**src/rtl/rgb2gray_pipe_pkg.sv**
```systemverilog
// Shared video constants: default luma weights, RGB channel slice offsets and
// the bundle of timing bits carried alongside pixel data.
package video_pkg;

  localparam int unsigned LUMA_COEF_R     = 77;
  localparam int unsigned LUMA_COEF_G     = 150;
  localparam int unsigned LUMA_COEF_B     = 29;
  localparam int unsigned LUMA_COEF_WIDTH = 9;
  localparam int unsigned LUMA_SHIFT      = 8;

  localparam int unsigned RGB_R_LSB = 16;
  localparam int unsigned RGB_G_LSB = 8;
  localparam int unsigned RGB_B_LSB = 0;

  typedef struct packed {
    logic active;
    logic hsync;
    logic vsync;
  } vid_timing_t;

  localparam int unsigned VID_TIMING_W = $bits(vid_timing_t);

endpackage

```
**src/rtl/rgb2gray_pipe_if.sv**
```systemverilog
// RGB-in / gray-out video stream bundle; master drives pixels, slave converts.
interface rgb2gray_pipe_if #(
  parameter int unsigned VIDEO_GRAY_DATA_WIDTH = 8,
  parameter int unsigned VIDEO_RGB_DATA_WIDTH  = 3 * VIDEO_GRAY_DATA_WIDTH
);

  logic                             vid_in_active;
  logic [VIDEO_RGB_DATA_WIDTH-1:0]  vid_in_data;
  logic                             vid_in_hsync;
  logic                             vid_in_vsync;
  logic                             vid_out_active;
  logic [VIDEO_GRAY_DATA_WIDTH-1:0] vid_out_data;
  logic                             vid_out_hsync;
  logic                             vid_out_vsync;

  modport master (
    output vid_in_active, vid_in_data, vid_in_hsync, vid_in_vsync,
    input  vid_out_active, vid_out_data, vid_out_hsync, vid_out_vsync
  );

  modport slave (
    input  vid_in_active, vid_in_data, vid_in_hsync, vid_in_vsync,
    output vid_out_active, vid_out_data, vid_out_hsync, vid_out_vsync
  );

endinterface

```
**src/rtl/rgb2gray_pipe_delay_line.sv**
```systemverilog
// Fixed-depth shift register with asynchronous active-low clear, used to keep
// sideband bits aligned with a pipelined datapath.
module video_delay_line #(
  parameter int unsigned WIDTH = 1,
  parameter int unsigned DEPTH = 1
) (
  input  logic             clk,
  input  logic             rst_n,
  input  logic [WIDTH-1:0] data_i,
  output logic [WIDTH-1:0] data_o
);

  logic [DEPTH-1:0][WIDTH-1:0] pipe_q;

  if (DEPTH == 0) begin : g_bad_depth
    $error("video_delay_line: DEPTH must be at least 1");
  end

  always_ff @(posedge clk or negedge rst_n) begin
    if (!rst_n) begin
      pipe_q <= '0;
    end else begin
      pipe_q[0] <= data_i;
      for (int unsigned i = 1; i < DEPTH; i++) begin
        pipe_q[i] <= pipe_q[i-1];
      end
    end
  end

  assign data_o = pipe_q[DEPTH-1];

endmodule

```
**src/rtl/rgb2gray_pipe.sv**
```systemverilog
// 3-stage RGB to luma converter: multiply, sum with round-half-up bias,
// shift and saturate. Sync/active bits are delayed to stay aligned.
module rgb2gray_pipe
  import video_pkg::*;
#(
  parameter int unsigned VIDEO_GRAY_DATA_WIDTH = 8,
  parameter int unsigned VIDEO_RGB_DATA_WIDTH  = VIDEO_GRAY_DATA_WIDTH * 3,
  parameter int unsigned COEF_WIDTH            = LUMA_COEF_WIDTH,
  parameter int unsigned COEF_R                = LUMA_COEF_R,
  parameter int unsigned COEF_G                = LUMA_COEF_G,
  parameter int unsigned COEF_B                = LUMA_COEF_B,
  parameter int unsigned COEF_SHIFT            = LUMA_SHIFT
) (
  input  logic          clk,
  input  logic          rst_n,
  rgb2gray_pipe_if.slave vid
);

  localparam int unsigned W  = VIDEO_GRAY_DATA_WIDTH;
  localparam int unsigned PW = W + COEF_WIDTH;
  localparam int unsigned SW = PW + 2;

  localparam logic [COEF_WIDTH-1:0] CR = COEF_WIDTH'(COEF_R);
  localparam logic [COEF_WIDTH-1:0] CG = COEF_WIDTH'(COEF_G);
  localparam logic [COEF_WIDTH-1:0] CB = COEF_WIDTH'(COEF_B);
  localparam logic [SW-1:0] ROUND    = SW'(1) << (COEF_SHIFT - 1);
  localparam logic [SW-1:0] GRAY_MAX = {{(SW-W){1'b0}}, {W{1'b1}}};

  if (COEF_SHIFT == 0) begin : g_bad_shift
    $error("rgb2gray_pipe: COEF_SHIFT must be at least 1");
  end
  if (COEF_R >= 2**COEF_WIDTH || COEF_G >= 2**COEF_WIDTH || COEF_B >= 2**COEF_WIDTH) begin : g_bad_coef
    $error("rgb2gray_pipe: coefficient does not fit in COEF_WIDTH bits");
  end
  if (VIDEO_RGB_DATA_WIDTH != 3 * VIDEO_GRAY_DATA_WIDTH) begin : g_bad_rgb_w
    $error("rgb2gray_pipe: VIDEO_RGB_DATA_WIDTH must be 3*VIDEO_GRAY_DATA_WIDTH");
  end

  logic [W-1:0]  r_w, g_w, b_w;
  logic [PW-1:0] pr_d, pg_d, pb_d, pr_q, pg_q, pb_q;
  logic [SW-1:0] sum_d, sum_q, y_w;
  logic [W-1:0]  gray_d, gray_q;
  vid_timing_t   tim_in, tim_out;

  assign r_w = vid.vid_in_data[RGB_R_LSB +: W];
  assign g_w = vid.vid_in_data[RGB_G_LSB +: W];
  assign b_w = vid.vid_in_data[RGB_B_LSB +: W];

  always_comb begin
    pr_d  = PW'(r_w) * PW'(CR);
    pg_d  = PW'(g_w) * PW'(CG);
    pb_d  = PW'(b_w) * PW'(CB);
    sum_d = SW'(pr_q) + SW'(pg_q) + SW'(pb_q) + ROUND;
    y_w   = sum_q >> COEF_SHIFT;
    gray_d = (y_w > GRAY_MAX) ? '1 : y_w[W-1:0];
  end

  always_ff @(posedge clk or negedge rst_n) begin
    if (!rst_n) begin
      pr_q   <= '0;
      pg_q   <= '0;
      pb_q   <= '0;
      sum_q  <= '0;
      gray_q <= '0;
    end else begin
      pr_q   <= pr_d;
      pg_q   <= pg_d;
      pb_q   <= pb_d;
      sum_q  <= sum_d;
      gray_q <= gray_d;
    end
  end

  assign tim_in = '{active: vid.vid_in_active, hsync: vid.vid_in_hsync, vsync: vid.vid_in_vsync};

  video_delay_line #(
    .WIDTH (VID_TIMING_W),
    .DEPTH (3)
  ) u_timing (
    .clk    (clk),
    .rst_n  (rst_n),
    .data_i (tim_in),
    .data_o (tim_out)
  );

  // Final-stage active is the registered S2 active bit, so masking here is
  // equivalent to zeroing the S3 data register when S2 active is low.
  assign vid.vid_out_data   = tim_out.active ? gray_q : '0;
  assign vid.vid_out_active = tim_out.active;
  assign vid.vid_out_hsync  = tim_out.hsync;
  assign vid.vid_out_vsync  = tim_out.vsync;

endmodule

```
**src/flat_wrapper.sv**
```systemverilog
// flat-port wrapper written by rule: the top's interface ports become plain ports
module rgb2gray_pipe_flat import video_pkg::*;
#(
  parameter int unsigned VIDEO_GRAY_DATA_WIDTH = 8,
  parameter int unsigned VIDEO_RGB_DATA_WIDTH  = VIDEO_GRAY_DATA_WIDTH * 3,
  parameter int unsigned COEF_WIDTH            = LUMA_COEF_WIDTH,
  parameter int unsigned COEF_R                = LUMA_COEF_R,
  parameter int unsigned COEF_G                = LUMA_COEF_G,
  parameter int unsigned COEF_B                = LUMA_COEF_B,
  parameter int unsigned COEF_SHIFT            = LUMA_SHIFT
)
  (clk, rst_n, vid_vid_in_active, vid_vid_in_data, vid_vid_in_hsync, vid_vid_in_vsync, vid_vid_out_active, vid_vid_out_data, vid_vid_out_hsync, vid_vid_out_vsync);
  rgb2gray_pipe_if #(.VIDEO_GRAY_DATA_WIDTH(VIDEO_GRAY_DATA_WIDTH), .VIDEO_RGB_DATA_WIDTH(VIDEO_RGB_DATA_WIDTH)) vid_i ();
  input  logic clk;
  input  logic rst_n;
  input wire logic [$bits(vid_i.vid_in_active)-1:0] vid_vid_in_active;
  input wire logic [$bits(vid_i.vid_in_data)-1:0] vid_vid_in_data;
  input wire logic [$bits(vid_i.vid_in_hsync)-1:0] vid_vid_in_hsync;
  input wire logic [$bits(vid_i.vid_in_vsync)-1:0] vid_vid_in_vsync;
  output wire logic [$bits(vid_i.vid_out_active)-1:0] vid_vid_out_active;
  output wire logic [$bits(vid_i.vid_out_data)-1:0] vid_vid_out_data;
  output wire logic [$bits(vid_i.vid_out_hsync)-1:0] vid_vid_out_hsync;
  output wire logic [$bits(vid_i.vid_out_vsync)-1:0] vid_vid_out_vsync;
  assign vid_i.vid_in_active = vid_vid_in_active;
  assign vid_i.vid_in_data = vid_vid_in_data;
  assign vid_i.vid_in_hsync = vid_vid_in_hsync;
  assign vid_i.vid_in_vsync = vid_vid_in_vsync;
  assign vid_vid_out_active = vid_i.vid_out_active;
  assign vid_vid_out_data = vid_i.vid_out_data;
  assign vid_vid_out_hsync = vid_i.vid_out_hsync;
  assign vid_vid_out_vsync = vid_i.vid_out_vsync;
  rgb2gray_pipe #(.VIDEO_GRAY_DATA_WIDTH(VIDEO_GRAY_DATA_WIDTH), .VIDEO_RGB_DATA_WIDTH(VIDEO_RGB_DATA_WIDTH), .COEF_WIDTH(COEF_WIDTH), .COEF_R(COEF_R), .COEF_G(COEF_G), .COEF_B(COEF_B), .COEF_SHIFT(COEF_SHIFT)) u_core (.clk(clk), .rst_n(rst_n), .vid(vid_i));
endmodule
```
**config.mk**
```make
export PLATFORM = sky130hd
export DESIGN_NAME = rgb2gray_pipe_flat
export DESIGN_NICKNAME = d
export VERILOG_FILES = /design/src/rtl/rgb2gray_pipe_pkg.sv /design/src/rtl/rgb2gray_pipe_if.sv /design/src/rtl/rgb2gray_pipe_delay_line.sv /design/src/rtl/rgb2gray_pipe.sv /design/src/flat_wrapper.sv
export SDC_FILE = /design/constraint.sdc
export NUM_CORES = 1
export LEC_CHECK = 0
export CAP_MARGIN = 5
export CORE_ASPECT_RATIO = 0.75
export CORE_UTILIZATION = 40
export CTS_BUF_LIST = sky130_fd_sc_hd__clkbuf_8 sky130_fd_sc_hd__clkbuf_16
export CTS_CLUSTER_DIAMETER = 120
export CTS_CLUSTER_SIZE = 16
export DETAILED_ROUTE_END_ITERATION = 12
export HOLD_SLACK_MARGIN = 0.03
export PLACE_DENSITY = 0.64
export SLEW_MARGIN = 30
export SYNTH_ARGS = -nofsm -noshare
export SYNTH_HDL_FRONTEND = slang
export SYNTH_SLANG_ARGS = --single-unit
```
**constraint.sdc**
```tcl
create_clock -name clk -period 4.2 [get_ports clk]
set_input_delay 0.84 -clock clk [delete_from_list [all_inputs] [get_ports clk]]
set_output_delay 0.84 -clock clk [all_outputs]
set_load 0.03 [all_outputs]
```
==> results of run 1 <==
==> area by class of cell <==
type | count | area (sq um) | area share, %
Sequential cell | 70 | 1752 | 23.94
Multi-Input combinational cell | 390 | 3774 | 51.57
Timing Repair Buffer | 97 | 838.3 | 11.46
Tap cell | 195 | 244.0 | 3.334
Clock buffer | 9 | 225.2 | 3.078
Clock inverter | 7 | 97.59 | 1.334
Inverter | 103 | 386.6 | 5.284
==> per-layer routing <==
metal / share of wire [%] / GRT usage [%]
met1: 50 / 21.47
met2: 47 / 27.13
met3: 2.5 / 2.948
met4: 0.76 / 3.456
met5: 0 / 0
==> kinds of logic after synthesis <==
kind of cell	count (synthesis)
fa+ha+maj	163
other cells	1
simple gates	76
flops	70
xor+xnor	43
compound gates	107
buf+inv	103
==> worst max path at each step <==
stage | start | end | cells past startpoint
5_1_grt | vid_vid_in_data[1] | u_core.pb_q[12] | 16
3_3_place_gp | vid_vid_in_data[12] | u_core.pg_q[12] | 15
6_report | vid_vid_in_data[21] | u_core.pr_q[12] | 14
3_5_place_dp | vid_vid_in_data[12] | u_core.pg_q[12] | 15
4_1_cts | vid_vid_in_data[12] | u_core.pg_q[12] | 15
2_1_floorplan | vid_vid_in_data[12] | u_core.pg_q[12] | 14
==> timing repair <==
action | CTS | global route
setup endpoints to repair | 4 | 7
hold endpoints to repair | 0 | 0
pin swaps | 0 | 7
setup buffers | 0 | 1
gates resized for setup | 5 | 15
hold buffers | 0 | 0
==> critical path: stages <==
cell	delay (ps)
clkdlybuf4s50_1	430
buf_4	160
ha_1	290
ha_1	280
inv_1	60
fa_1	540
inv_1	50
ha_1	280
ha_1	350
buf_4	170
nand3_1	110
a21oi_1	80
a2111oi_0	510
xnor2_1	180
==> cells in the final DEF, fill, tap and decap left out, drive strengths merged, types with 7 or more instances in the layout <==
cell type        n
or3              8
o21bai           7
fa              27
xnor2           31
nor2            22
o21ai           13
nand2           11
inv            104
clkbuf           9
a21oi           42
ha             136
clkdlybuf4s50   32
dfrtp           70
nand3            9
a21o            11
xor2            12
and2             8
buf             59
==> per-stage QoR <==
stage	setup slack [ps]	hold slack (ps)	util [%]	setup TNS, ps	power [uW]
final	130.3	348.4	52.34	0	5495
after detailed placement	-412.2	337.9	49.39	-2919	4631
after CTS	4.077	351.0	51.79	0	5498
after floorplan	199.9	331.2	-	0	3753
after global routing	-30.20	350.9	52.34	-30.20	6063
after global placement	-314.3	332.4	49.39	-1790	4455
==> where the power goes <==
part	total (uW)	internal (uW)	switching, uW
registers	1020	944	74.5
clock network	806	521	285
logic	3670	1730	1940
==> sequential cells by signal, indices dropped and copies added (netlist names) <==
| signal | count |
|---|---|
| u_core.u_timing.pipe_q | 6 |
| u_core.pg_q | 15 |
| u_core.sum_q | 10 |
| u_core.pr_q | 15 |
| u_core.u_timing.data_o | 3 |
| u_core.pb_q | 13 |
| u_core.gray_q | 8 |
==> flow_summary_export.csv, run 1 <==
group,metric,value,unit
worst_hold_path,min_to,"u_core.u_timing.pipe_q[4]",
placement,io_buffers,39,
clock_tree,cts_sinks,70,
clock_tree,insertion_delay,330,ps
run_status,status,"completed",
synthesis,ys.flop_type,"dfrtp_1",
synthesis,syn_nets,755,
floorplan,die_area,15110,sq um
synthesis,synthSimpleGateAreaFrac,6.590,%
placement,dp_hpwl,9185,microns
sta,tightestPinTransition,548.0,ps
flow_run,cap_violations,0,
synthesis,synth_common_cells,"136 x ha_1, 103 x inv_1, 70 x dfrtp_1, 42 x a21oi_1, 31 x xnor2_1",
floorplan,core_area,13980,sq um
grt,grt_pass1_wl,19370,microns
synthesis,synth_area_leaders,"dfrtp_1 30%, ha_1 29%, fa_1 9.2%",
synthesis,async_flop_share,100.0,%
synthesis,ys_seq_elements,70,
critical_path,rr_worst_depth,16,
layout,area_growth,25.12,%
worst_hold_path,hold_path_class,"reg -> reg",
synthesis,synthCells,563,
synthesis,yosysMostFrequentCell,"ha_1",
grt,grt_max_degree,47,
layout,drive_gt1_share,13.91,%
sta,post-route-period-util,96.90,%
routing,wire_per_inst,12.68,microns
clock_tree,cts_buffers,9,
synthesis,synth-adder-area-share,38.34,%
sta,slew_headroom,62.53,%
layout,finalNonFillerCells,871,
synthesis,ys_warn_count,0,
critical_path,crit_arrival,4330,ps
clock_tree,cts-root-buf,"clkbuf_16",
clock_tree,path_clk_slew,60,ps
synthesis,yosys.cell_types.count,37,
pwr,power_leakage,0.003820,uW
grt,track_usage,16.06,%
floorplan,rows,37,
sta,maxSlewViolCount,0,
critical_path,r2r-start,"u_core.pg_q[2]",
synthesis,yosysTopAreaCell,"dfrtp_1",
grt,gr-total-overflow,0,
floorplan,start_util,41.83,%
critical_path,critPathCaptureType,"flip-flop",
routing,vias,4152,
floorplan,ios,40,
routing,firstDrtPassIters,4,
grt,grt_pass1_vias,4321,
layout,nets,863,
synthesis,syn_area,5848,sq um
synthesis,muxShareOfSynthArea,0,%
routing,ant_nets,0,
placement,dpl.cell_count,854,
worst_hold_path,worstHoldPathCells,0,
sta,timing.final.crit_period,4070,ps
synthesis,ys_seq_area_share,29.95,%
layout,n_antenna_cell,0,
sta,fmax,0.2457,GHz
pwr,power_density,751.0,nW/um^2
worst_hold_path,min-delay-start,"u_core.u_timing.pipe_q[1]",
critical_path,path_max_fanout,3,
routing,post-route-drc-count,0,
critical_path,cp_data_required_time,4460,ps
routing,wl,11040,microns
synthesis,synth.avg_cell_area,10.39,sq um
sta,hold_viol,0,
critical_path,startpoint_type,"input port",
grt,antenna_found_initial,0,
clock_tree,cts_tree,"built",
synthesis,synth_top_area_share,29.95,%
synthesis,synth_compound_area_share,12.00,%
critical_path,r2r_end,"u_core.sum_q[15]",
sta,skew,6.844,ps
routing,viasPerCell,4.767,
clock_tree,cts_max_level,3,
pwr,peakVddDrop,0.0005167,V
synthesis,synthXorXnorAreaFrac,6.440,%
placement,gp_congestion,0.8688,
layout,nFillCells,1268,
critical_path,rrSetupSlack,370,ps
synthesis,synth-edff-count,0,
critical_path,worstSetupPathType,"in -> reg",
synthesis,synth_top_family_by_area,"adder cells",
sta,setup_viol,0,
floorplan,fp.dieW,141.6,microns
clock_tree,clk_path_buf_depth,2,
floorplan,die_h,106.7,microns
layout,design_area,7317,sq um
placement,dpl-instance-area,6905,sq um
routing,drt_iter0_drc,137,
Power figures use the tool's default switching activity.
==> inputs of run 2 (changes only) <==
--- a/config.mk
+++ b/config.mk
@@ -13,7 +13,6 @@
 export CTS_CLUSTER_SIZE = 16
 export DETAILED_ROUTE_END_ITERATION = 12
 export HOLD_SLACK_MARGIN = 0.03
-export PLACE_DENSITY = 0.64
 export SLEW_MARGIN = 30
 export SYNTH_ARGS = -nofsm -noshare
 export SYNTH_HDL_FRONTEND = slang
==> flow_summary_export.csv, run 2 (synthesis gave the netlist of run 1 again) <==
group,metric,value,unit
floorplan,fp.dieW,141.6,microns
critical_path,cp_num_buf_inv,3,
pwr,p_int,3116,uW
pwr,finalPower,5385,uW
critical_path,critPathMostFrequentCell,"ha_1",
pwr,peakVddDrop,0.0004511,V
routing,wl,10280,microns
layout,n_antenna_cell,0,
critical_path,slowest_delay,510,ps
critical_path,path_max_fanout,2,
routing,ant_nets,0,
floorplan,rows,37,
sta,post-route-period-util,95.83,%
placement,dpl_worst_slack,-378.3,ps
pwr,p_switching,2269,uW
pwr,sequentialPowerShare,18.9,%
worst_hold_path,hold_path_class,"reg -> reg",
placement,gp_congestion,0.8689,
routing,highest_layer,"met4",
clock_tree,clk_path_buf_depth,2,
floorplan,die_area,15110,sq um
grt,grt_max_degree,46,
routing,wire_per_inst,11.83,microns
critical_path,startpoint_type,"input port",
sta,timing.final.crit_period,4025,ps
pwr,clock_power_share,13.5,%
routing,viasPerCell,4.638,
grt,track_usage,15.25,%
routing,post-route-drc-count,0,
pwr,power_leakage,0.003763,uW
critical_path,worstSetupPathType,"in -> reg",
floorplan,die_h,106.7,microns
critical_path,path_cells,"clkdlybuf4s50_1 -> ha_1 -> ha_1 -> inv_1 -> fa_1 -> fa_1 -> inv_1 -> ha_1 -> or2_2 -> o221a_2 -> o31a_1 -> o21a_1 -> o21ai_2 -> nor2b_2 -> xnor2_1",
sta,setup_viol,0,
pwr,pwr-share-comb,67.6,%
critical_path,critPathSlowestCell,"fa_1",
clock_tree,cts_tree,"built",
grt,grt_pass1_wl,18410,microns
routing,wl_met3,258,microns
clock_tree,cts_max_level,3,
pwr,swShare,42.14,%
sta,hold_viol,0,
grt,gr-total-overflow,0,
routing,drt_iter0_drc,159,
clock_tree,cts_sinks,70,
sta,skew,5.156,ps
layout,area_growth,23.62,%
routing,routedLengthMet1,5535,microns
grt,grt_pass1_vias,4081,
layout,final_cell_mix,"136 x ha_1, 103 x inv_1, 70 x dfrtp_1",
run_status,status,"completed",
clock_tree,insertion_delay,330,ps
critical_path,crit_arrival,4270,ps
floorplan,ios,40,
layout,drive_gt1_share,13.06,%
clock_tree,cts-root-buf,"clkbuf_16",
layout,layout_commonest_cell,"ha_1",
placement,io_buffers,39,
critical_path,cp_data_required_time,4450,ps
sta,slew_headroom,63.53,%
critical_path,critPathCaptureType,"flip-flop",
placement,dpl-instance-area,6905,sq um
sta,maxSlewViolCount,0,
clock_tree,path_clk_slew,50,ps
clock_tree,ctsHoldBuffers,0,
clock_tree,cts_buffers,9,
layout,design_area,7229,sq um
routing,wl_met2,4402,microns
placement,dpl.cell_count,854,
sta,fmax,0.2485,GHz
layout,finalNonFillerCells,869,
floorplan,core_area,13980,sq um
layout,nets,862,
layout,top_regs,"u_core.pg_q (15), u_core.pr_q (15), u_core.pb_q (13)",
sta,setup_slack,175.1,ps
sta,tightestPinTransition,547.0,ps
critical_path,cp_top_family,"adder cells",
routing,vias,4030,
placement,dp_hpwl,8769,microns
floorplan,start_util,41.83,%
grt,antenna_found_initial,0,
pwr,power_density,744.9,nW/um^2
flow_run,cap_violations,0,
routing,firstDrtPassIters,4,
-- run 2: cell types whose count changed in the layout (fill, tap and decap cells not counted), sizes merged --
cell and change:
clkdlybuf4s50 +3, inv -1, bufinv -1, buf -1, clkinv +1, dlymetal6s2s -3
-- run 2: layout make-up --
| type | instances | area, sq um |
|---|---|---|
| clock buffer | 9 | 225.2 |
| clock inverter | 6 | 63.81 |
| fill | 1312 | 6751 |
| inverter | 103 | 386.6 |
| multi-input combinational | 390 | 3735 |
| sequential | 70 | 1752 |
| tap | 195 | 244.0 |
| timing repair buffer | 96 | 823.3 |
-- run 2: what timing repair did --
action | in CTS | in global routing
resized for setup | 1 | 11
hold endpoints to repair | 0 | 0
setup endpoints to repair | 2 | 6
pin swaps | 0 | 7
gates cloned | 0 | 0
buffers inserted | 0 | 0
-- run 2: through the flow --
step	TNS, ps	utilization, %	hold slack (ps)
finish	0	51.71	346.4
global route	-8.374	51.71	350.1
CTS	0	51.46	349.8
detailed placement	-2094	49.39	336.3
global placement	-1867	49.39	331.2
floorplan	0	-	331.2
-- run 2: worst register-to-register path: cells and delay by family (launching register included) --
| kind | cells | cell delay, ps |
|---|---|---|
| AOI/OAI and AO/OA | 7 | 1790 |
| adders and majority gates | 3 | 900 |
| DFF | 1 | 380 |
| and+or+nand+nor | 4 | 360 |
| xor gates and xnor gates | 2 | 260 |
-- run 2: final timing paths --
path                                                start                        end  slack, ps  cells past startpoint
worst min-delay path            u_core.u_timing.pipe_q[0]  u_core.u_timing.pipe_q[3]        350                      0
worst min register to register  u_core.u_timing.pipe_q[0]  u_core.u_timing.pipe_q[3]        350                      0
min in group asynchronous                           rst_n            u_core.sum_q[8]        500                      1
worst max register to register             u_core.pg_q[2]           u_core.sum_q[15]        400                     16
worst max-delay path                  vid_vid_in_data[11]            u_core.pg_q[12]        180                     15
max in group asynchronous                           rst_n            u_core.pg_q[12]       2950                      2
-- run 2: power by group through the flow --
stage | clock [uW] | combinational (uW) | sequential [uW]
4_1_cts | 747 | 3640 | 1020
3_5_place_dp | 0 | 3600 | 1030
2_1_floorplan | 0 | 2750 | 1000
5_1_grt | 772 | 4140 | 1040
3_3_place_gp | 0 | 3450 | 1030
6_report | 725 | 3640 | 1020
-- run 2: routing by layer --
| metal | vias up | GRT usage, % |
|---|---|---|
| met5 | - | 0 |
| met3 | 10 | 3.216 |
| met4 | 0 | 3.379 |
| met1 | 1853 | 22.00 |
| met2 | 42 | 23.36 |
| li1 | 2125 | - |
==> inputs of run 3 (changes only) <==
--- a/config.mk
+++ b/config.mk
@@ -10,7 +10,7 @@
 export CORE_UTILIZATION = 40
 export CTS_BUF_LIST = sky130_fd_sc_hd__clkbuf_8 sky130_fd_sc_hd__clkbuf_16
 export CTS_CLUSTER_DIAMETER = 120
-export CTS_CLUSTER_SIZE = 16
+export CTS_CLUSTER_SIZE = 14
 export DETAILED_ROUTE_END_ITERATION = 12
 export HOLD_SLACK_MARGIN = 0.03
 export SLEW_MARGIN = 30
==> results of run 3 <==
Same layout as run 2: the final DEF is identical, and so are final timing and power.
